[config.mk]
export PLATFORM = sky130hd
export DESIGN_NAME = threshold_alarm_monitor
export DESIGN_NICKNAME = d
export VERILOG_FILES = /design/src/rtl/threshold_alarm_monitor_pkg.sv /design/src/rtl/threshold_alarm_monitor_cmp.sv /design/src/rtl/threshold_alarm_monitor.sv
export SDC_FILE = /design/constraint.sdc
export NUM_CORES = 1
export LEC_CHECK = 0
export ABC_AREA = 0
export ABC_CLOCK_PERIOD_IN_PS = 1900
export CORE_MARGIN = 4
export CORE_UTILIZATION = 45
export CTS_CLUSTER_DIAMETER = 100
export CTS_CLUSTER_SIZE = 24
export DETAILED_ROUTE_END_ITERATION = 10
export PLACE_DENSITY = 0.82
export RECOVER_POWER = 50
export SLEW_MARGIN = 20
export SYNTH_ARGS = -nofsm -noshare
export SYNTH_HDL_FRONTEND = slang
export SYNTH_HIERARCHICAL = 1
export SYNTH_SLANG_ARGS = --single-unit
[constraint.sdc]
create_clock -name clk -period 1.9 [get_ports clk]
set_input_delay 0.285 -clock clk [delete_from_list [all_inputs] [get_ports clk]]
set_output_delay 0.285 -clock clk [all_outputs]
set_load 0.03 [all_outputs]
[src/rtl/threshold_alarm_monitor_pkg.sv]
// Shared widths, reset thresholds, buzzer state encoding and a saturating counter helper
// for the threshold alarm monitor.
package threshold_alarm_monitor_pkg;

  localparam int SAMPLE_W     = 8;
  localparam int SUM_W        = SAMPLE_W + 1;
  localparam int TEMP_RST_DEF = 26;
  localparam int HUM_RST_DEF  = 60;
  localparam int BEEP_TMR_W   = 25;
  localparam int CNT_W        = 4;

  typedef logic [SAMPLE_W-1:0] sample_t;
  typedef logic [CNT_W-1:0]    cnt_t;

  typedef enum logic [1:0] {
    BZ_OFF = 2'd0,
    BZ_ON  = 2'd1,
    BZ_GAP = 2'd2
  } buzz_state_t;

  function automatic cnt_t sat_inc(input cnt_t v, input cnt_t lim);
    return (v >= lim) ? lim : v + CNT_W'(1);
  endfunction

endpackage

[src/rtl/threshold_alarm_monitor_cmp.sv]
// One sensor channel: confirm counter, over/under-threshold test with hysteresis and
// the level alarm flag. The flag rises one cycle after the counter reaches the limit.
module thr_channel_cmp
  import threshold_alarm_monitor_pkg::*;
#(
  parameter int HYST      = 2,
  parameter int CONFIRM_N = 3
) (
  input  logic    clk,
  input  logic    rst,
  input  logic    sample_vld,
  input  sample_t value,
  input  sample_t thr,
  input  logic    clr_cnt,
  output logic    alarm
);

  localparam cnt_t             CONF   = CNT_W'(CONFIRM_N);
  localparam logic [SUM_W-1:0] HYST_W = SUM_W'(HYST);

  cnt_t cnt_d, cnt_q;
  logic alarm_d, alarm_q;
  logic over, under;

  always_comb begin
    over    = {1'b0, value} >= {1'b0, thr};
    under   = ({1'b0, value} + HYST_W) < {1'b0, thr};
    cnt_d   = cnt_q;
    alarm_d = alarm_q;
    if (cnt_q == CONF) alarm_d = 1'b1;
    if (sample_vld) begin
      cnt_d = over ? sat_inc(cnt_q, CONF) : '0;
      if (under) alarm_d = 1'b0;
    end
    // A fresh threshold restarts confirmation, even if a sample lands in the same cycle.
    if (clr_cnt) cnt_d = '0;
  end

  always_ff @(posedge clk) begin
    if (rst) begin
      cnt_q   <= '0;
      alarm_q <= 1'b0;
    end else begin
      cnt_q   <= cnt_d;
      alarm_q <= alarm_d;
    end
  end

  assign alarm = alarm_q;

endmodule

[src/rtl/threshold_alarm_monitor.sv]
// Captures toggled threshold pairs from the setter, runs both channel comparators and
// drives alarm flags plus a mutable on/off beep pattern.
module threshold_alarm_monitor
  import threshold_alarm_monitor_pkg::*;
#(
  parameter int TEMP_RST     = TEMP_RST_DEF,
  parameter int HUM_RST      = HUM_RST_DEF,
  parameter int HYST         = 2,
  parameter int CONFIRM_N    = 3,
  parameter int BEEP_ON_CYC  = 25000000,
  parameter int BEEP_OFF_CYC = 25000000
) (
  input  logic                clk,
  input  logic                rst,
  input  logic                trig_newd,
  input  logic [SAMPLE_W-1:0] I_Temp,
  input  logic [SAMPLE_W-1:0] I_RH,
  input  logic [SAMPLE_W-1:0] temp,
  input  logic [SAMPLE_W-1:0] rh,
  input  logic                data_valid,
  input  logic                mute,
  output logic                thr_upd,
  output logic                alarm_temp,
  output logic                alarm_hum,
  output logic                alarm_any,
  output logic                buzzer
);

  localparam logic [BEEP_TMR_W-1:0] ON_LAST  = BEEP_TMR_W'(BEEP_ON_CYC - 1);
  localparam logic [BEEP_TMR_W-1:0] OFF_LAST = BEEP_TMR_W'(BEEP_OFF_CYC - 1);

  logic    trig_d, trig_q;
  sample_t thr_temp_d, thr_temp_q;
  sample_t thr_hum_d, thr_hum_q;
  logic    thr_upd_d, thr_upd_q;
  logic    alarm_any_d, alarm_any_q;
  logic    muted_d, muted_q;
  logic    new_thr, mute_eff;
  logic    alarm_temp_w, alarm_hum_w;

  buzz_state_t           state_q;
  logic [BEEP_TMR_W-1:0] timer_q;
  logic                  buzzer_q;

  always_comb begin
    new_thr     = trig_newd ^ trig_q;
    trig_d      = trig_newd;
    thr_temp_d  = new_thr ? I_Temp : thr_temp_q;
    thr_hum_d   = new_thr ? I_RH   : thr_hum_q;
    thr_upd_d   = new_thr;
    alarm_any_d = alarm_temp_w | alarm_hum_w;
    // Mute lasts for one alarm episode and is only accepted while that episode is active.
    muted_d = muted_q;
    if (!alarm_any_q)  muted_d = 1'b0;
    else if (mute)     muted_d = 1'b1;
    mute_eff = muted_q | (mute & alarm_any_q);
  end

  always_ff @(posedge clk) begin
    if (rst) begin
      trig_q      <= 1'b0;
      thr_temp_q  <= SAMPLE_W'(TEMP_RST);
      thr_hum_q   <= SAMPLE_W'(HUM_RST);
      thr_upd_q   <= 1'b0;
      alarm_any_q <= 1'b0;
      muted_q     <= 1'b0;
    end else begin
      trig_q      <= trig_d;
      thr_temp_q  <= thr_temp_d;
      thr_hum_q   <= thr_hum_d;
      thr_upd_q   <= thr_upd_d;
      alarm_any_q <= alarm_any_d;
      muted_q     <= muted_d;
    end
  end

  // Samples see the thresholds held before any same-cycle update.
  thr_channel_cmp #(.HYST(HYST), .CONFIRM_N(CONFIRM_N)) u_temp_cmp (
    .clk        (clk),
    .rst        (rst),
    .sample_vld (data_valid),
    .value      (temp),
    .thr        (thr_temp_q),
    .clr_cnt    (new_thr),
    .alarm      (alarm_temp_w)
  );

  thr_channel_cmp #(.HYST(HYST), .CONFIRM_N(CONFIRM_N)) u_hum_cmp (
    .clk        (clk),
    .rst        (rst),
    .sample_vld (data_valid),
    .value      (rh),
    .thr        (thr_hum_q),
    .clr_cnt    (new_thr),
    .alarm      (alarm_hum_w)
  );

  always_ff @(posedge clk) begin
    if (rst) begin
      state_q  <= BZ_OFF;
      timer_q  <= '0;
      buzzer_q <= 1'b0;
    end else if (!alarm_any_q || mute_eff) begin
      state_q  <= BZ_OFF;
      timer_q  <= '0;
      buzzer_q <= 1'b0;
    end else begin
      case (state_q)
        BZ_OFF: begin
          state_q  <= BZ_ON;
          timer_q  <= '0;
          buzzer_q <= 1'b1;
        end
        BZ_ON: begin
          if (timer_q == ON_LAST) begin
            state_q  <= BZ_GAP;
            timer_q  <= '0;
            buzzer_q <= 1'b0;
          end else begin
            timer_q <= timer_q + 1'b1;
          end
        end
        BZ_GAP: begin
          if (timer_q == OFF_LAST) begin
            state_q  <= BZ_ON;
            timer_q  <= '0;
            buzzer_q <= 1'b1;
          end else begin
            timer_q <= timer_q + 1'b1;
          end
        end
        default: begin
          state_q  <= BZ_OFF;
          timer_q  <= '0;
          buzzer_q <= 1'b0;
        end
      endcase
    end
  end

  assign thr_upd    = thr_upd_q;
  assign alarm_temp = alarm_temp_w;
  assign alarm_hum  = alarm_hum_w;
  assign alarm_any  = alarm_any_q;
  assign buzzer     = buzzer_q;

endmodule

; Word level (Yosys, flattened, before mapping)
; Cells that the tools add are included.
[totals]
in_bits = 37
out_inout_bits = 5
wordCells = 62
regBits = 58
[op_classes]
bitwise_logic = 6
n_mux = 16
magnitude_cmp = 6
n_addsub = 5
eq_ne = 7
n_reduce_logical = 9
[op_table]
columns = operator, n
row1 = adder 25 x 1 -> 25 bit (second input constant), 1
row2 = == test 25 bit (second input constant), 1
row3 = adder 8 x 2 -> 9 bit (second input constant), 2
row4 = less-than comparator 9 x 8 -> 1 bit, 2
row5 = greater-or-equal comparator 8 bit, 2
row6 = 2-to-1 mux 4 bit, 4
row7 = adder 4 x 1 -> 4 bit (second input constant), 2
row8 = == test 4 x 2 -> 1 bit (second input constant), 2
row9 = greater-or-equal comparator 4 x 2 -> 1 bit (second input constant), 2
row10 = 2-to-1 mux 1 bit, 8
row11 = OR reduction 2 bit, 4
row12 = one-hot mux 2 bit (3 select lines), 1
row13 = 2-to-1 mux 2 bit, 2
row14 = != test 2 bit (second input constant), 2
row15 = OR reduction 4 bit, 1
row16 = one-hot mux 1 bit (3 select lines), 1
row17 = == test 2 x 1 -> 1 bit (second input constant), 1
row18 = == test 2 bit (second input constant), 1
row19 = logical NOT 2 bit, 1
row20 = inverter 1 bit, 2
row21 = bitwise OR 1 bit, 2
row22 = AND reduction 2 bit, 1
row23 = bitwise AND 1 bit, 1
row24 = logical NOT 1 bit, 1
row25 = other kinds (2), 2

; Depth between registers and ports, before layout
[depth]
depth_word = 4
ltp_mapped = 9
mapped_depth_nobuf = 9

; Modules after synthesis
; Netlist, hierarchy kept.
[by_module_without_submodules]
columns = mod, seq_area_each_um2, instances, area_per_inst_um2, cells_each
row1 = threshold_alarm_monitor, 940.9, 1, 1966.9, 227
row2 = thr_channel_cmp, 100.1, 2, 649.4, 80

; Worst setup path before layout
; No wires, ideal clock.
[synth_path]
kind = reg-to-reg
from = register timer_q[0]
to = register timer_q[24]
synth_period_minus_slack_ns = 1.949
arrival_time_ns = 1.879
setup_slack_ns = -0.049
required_ns = 1.830
stages_incl_launch_ff = 7
path_cell_list = dfxtp_1 > ha_1 > nand3_2 > or4_1 > buf_2 > or4_1 > a21oi_1
[synth_via]
elab_chain_len = 2
word_cells_on_any_way = 3
cone_classes = add/sub: 1 / eq/ne: 1 / reduce/logical: 1
[synth_rtl]
columns = element, line
row1 = start: declaration, threshold_alarm_monitor.sv:42  ; logic [BEEP_TMR_W-1:0] timer_q;
row2 = start signal: assignment, threshold_alarm_monitor.sv:120  ; timer_q <= timer_q + 1'b1;
row3 = start signal: assignment, threshold_alarm_monitor.sv:129  ; timer_q <= timer_q + 1'b1;
row4 = branches (longest 2 deep; another with adder 25 x 1 -> 25 bit), -
; Several ways; the timed one is not identified.
; A chain may end at the register's enable or synchronous reset.

; Worst setup path after layout
[layout_path]
from = register timer_q[1]
to = register timer_q[11]
; Same word-level chain as after synthesis.

==> results summary <==
The total nets after synthesis is 463. Max-cap violations in this run came to 0. The transition time at the pin with the least slew margin is 0.651 ns. The non-filler instance count after layout came out at 576. The clock transition at the registers of the reported paths came out at roughly 0.07 ns. The area enclosed by the die boundary came out at 8680 um^2. Of the total synthesized cell area, the portion taken by AND, OR, NAND and NOR gates is 0.270. In this run, the number of DRC markers left after iteration 0 of detailed routing was 79. At the worst endpoint, the arrival time is between 2 and 2.5 ns. The count of inserted antenna diode cells is 0.

The sum of routed wire length over all layers came out at 8.00 mm. The number of synthesized flops with an enable pin is 0. The flow ran to the end, and the final reports show no timing, DRC or antenna violations. Of all cell types, the one taking the most synthesized area is sky130_fd_sc_hd__dfxtp_1. Buffers inserted during clock tree synthesis total 9. The H-tree level count came out at 3. The category of the most critical setup path is reg -> reg. The site row count is 30. Synthesis produced 387 cells.

For this run, asynchronously set or reset flops after synthesis account for 0. By area the synthesized netlist is led by sky130_fd_sc_hd__dfxtp_1, sky130_fd_sc_hd__ha_1, sky130_fd_sc_hd__nand2_1. Detailed placement finished with a half-perimeter wire length of 5.51 mm. After synthesis, the share of cell area in mux cells is 0.00307. The fraction of the cycle the final worst path needs came out at 0.997. Ranked by instance count, the synthesized netlist is headed by sky130_fd_sc_hd__dfxtp_1, sky130_fd_sc_hd__nand2_1, sky130_fd_sc_hd__ha_1. The initial core utilization is 0.473.

Entering global routing, the biggest net connects 27 pins. The leakage power is between 0.0015 and 0.002 uW. The first-pass GRT wire length came out at 12.5 mm. For the worst-skew pair, the clock arrives at the later sink with an insertion delay of 0.34 ns. Setup repair after global routing could not meet its margin everywhere. The main combinational cell family by area after synthesis is simple AND/OR/NAND/NOR gates. The footprint of the multi-input gates came out at 2160 um^2. The total number of vias is 3035. After detailed routing, the number of remaining DRC violations is 0. The net count of the finished layout is between 500 and 600.

After synthesis the cells add up to 3270 um^2. The routed length per placed instance is 13.9 um. The post-route minimum period is ~1.9 ns.

The worst hold path belongs to the class reg -> reg. In this run the clock root is driven by a sky130_fd_sc_hd__clkbuf_8. The number of pins exceeding their max-slew limit in the final report is 0.

The post-synthesis xor/xnor area fraction is 0.0697. The hold violation total from the final report is 0. By instance count, the leading cell after synthesis is sky130_fd_sc_hd__dfxtp_1. The sequential cell area came out at 1150 um^2. The remaining number of nets flagged by the antenna check after routing came out at 0. Across every metal layer, demand over resource in global routing totals 0.179. At the worst endpoint, the required time is 2.13 ns. For this run, the detailed router's first-pass iteration total came to 4. The die span in y came out at 93.2 um. The number of setup violations in the final report came out at 0. The clock sink total is 57. The width of the die is 93.2 um. The fraction of the core area covered by cells at the end of the flow came out at 0.666. IR analysis of the VDD net gives a maximum drop of 0.000551 V. Once placement finished, the instance area stood at 4040 um^2.

Across the routed clock network, the largest skew measured is 0.00792 ns. The areal power density over the cells came out at 704 nW/um^2. The number of inserted filler cells in the final layout is ~550.

After detailed routing, the number of vias per cell comes to between 5 and 6. The synthesized-area fraction occupied by adder cells came out at 0.149. The category of the worst setup path capture point is a flop. The number of distinct library cell variants in the gate-level netlist after synthesis is 43.

The mean instance size in the synthesized netlist came out at between 8 and 9 um^2. The register bit count reported by yosys is 57. The leftover overflow at the end of global routing came out at 0. The number of top-level pins is 42. The highest achievable clock rate is about 0.53 GHz. The area fraction in compound gates after synthesis is 0.116. The via count of the first global-routing pass came out at just under 3000. The cts-stage hold buffer count is 0. The number of placed instances, taps included, is 550. The clock tree from TritonCTS is yes. For this run, the register share of the synthesized area comes to 0.349. The routability-driven placement congestion ratio is between 0.9 and 1. The total power draw is 3240 uW. The core outline area is around 7000 um^2. From synthesis to final layout, the design area changed by 40.9%. Of all nets on the critical path, the largest fanout is 6. The worst setup path is launched from a flop. Headroom to the max-slew limit came out at 0.566. The buffer levels on the longest clock path came out at 2. The final standard cell area without fillers came out at 4600 um^2. The number of warnings issued by yosys is 6. The layout cell share with drive strength beyond 1 is 0.196.

The share of the synthesized area in the top cell type came out at 0.349. The initial antenna violation count is 0. Hold is met by 0.455 ns. The count of input and output buffers is 41. The flip-flop cell with the highest count after synthesis is sky130_fd_sc_hd__dfxtp_1.
## layout by cell type, fill, tap and decap left out, types with 6 or more instances in the layout
cell and n:
sky130_fd_sc_hd__a211oi_1 6, sky130_fd_sc_hd__a21oi_1 19, sky130_fd_sc_hd__buf_4 37, sky130_fd_sc_hd__clkbuf_8 9, sky130_fd_sc_hd__clkdlybuf4s50_1 29, sky130_fd_sc_hd__dfxtp_1 53
sky130_fd_sc_hd__dlymetal6s2s_1 7, sky130_fd_sc_hd__ha_1 37, sky130_fd_sc_hd__inv_1 24, sky130_fd_sc_hd__nand2_1 52, sky130_fd_sc_hd__nand3_1 9, sky130_fd_sc_hd__nand3b_1 7
sky130_fd_sc_hd__nand4_1 9, sky130_fd_sc_hd__nor2_1 31, sky130_fd_sc_hd__nor3_1 8, sky130_fd_sc_hd__nor4_1 6, sky130_fd_sc_hd__o21ai_0 11, sky130_fd_sc_hd__o31ai_1 6
sky130_fd_sc_hd__xnor2_1 16, sky130_fd_sc_hd__xor2_1 8
## flip-flops by register name, summed over array words and instances, names as in the netlist
signal and cells:
alarm_any 1, muted_q 1, state_q 2, thr_hum_q 8, thr_temp_q 8, thr_upd 1
timer_q 25, trig_q 1, u_hum_cmp/alarm 1, u_hum_cmp/cnt_q 4, u_temp_cmp/alarm 1, u_temp_cmp/cnt_q 4
## kinds of logic (layout without fill, tap and decap cells)
family | after synthesis | after routing
compound gates | 59 | 59
mux | 1 | 1
flops | 57 | 57
xor+xnor | 26 | 26
fa+ha+maj | 39 | 39
buf+inv | 34 | 127
simple gates | 171 | 171
## where the power goes
group          internal, uW  leakage (uW)  switching, uW
Clock                  1000      0.000130            489
Sequential             1230      0.000466           17.6
Combinational           246       0.00126            259
Total                  2470       0.00186            765
## through the flow
step	setup slack (ns)	setup TNS (ns)
after floorplan	0.00455	0
after global placement	-0.433	-1.54
after detailed placement	-0.481	-1.89
after CTS	-0.0429	-0.0429
after global routing	-0.0782	-1.09
final	0.00493	0
## path summary, 6_finish.rpt
check	slack [ns]	start	cells after the start	to
min	0.45	thr_temp_q[5]	2	thr_temp_q[5]
max reg2reg	0.005	timer_q[1]	8	timer_q[11]
min reg2reg	0.45	thr_temp_q[5]	2	thr_temp_q[5]
max	0.005	timer_q[1]	8	timer_q[11]
## repair_timing
action | CTS | global route
resized for setup | 12 | 40
endpoints found under the setup margin | 4 | 27
cloned | 0 | 3
pin swaps | 1 | 20
buffers inserted | 0 | 7
## layer usage
layer	wire length (um)	global-route usage	up-vias
met2	4260	0.328	59
met3	375	0.0579	16
met5	0	0	-
met4	129	0.0635	0
li1	-	-	1540
met1	3230	0.191	1420
## area by class of cell
type,count,share of cell area
tap,96,0.0261
clock inverter,6,0.0283
inverter,25,0.0204
sequential,57,0.250
timing repair buffer,86,0.178
multi-input combinational,296,0.469
clock buffer,10,0.0277
## worst max-delay path, cell delays in order (launching register included)
cell and delay, ns:
sky130_fd_sc_hd__dfxtp_4 0.37, sky130_fd_sc_hd__ha_4 0.15, sky130_fd_sc_hd__nand3_4 0.08, sky130_fd_sc_hd__buf_6 0.13, sky130_fd_sc_hd__or3_4 0.37, sky130_fd_sc_hd__o211ai_1 0.27, sky130_fd_sc_hd__buf_4 0.22, sky130_fd_sc_hd__clkbuf_16 0.16
sky130_fd_sc_hd__nor2_1 0.04
No activity file was read; power rests on OpenSTA's default activity.
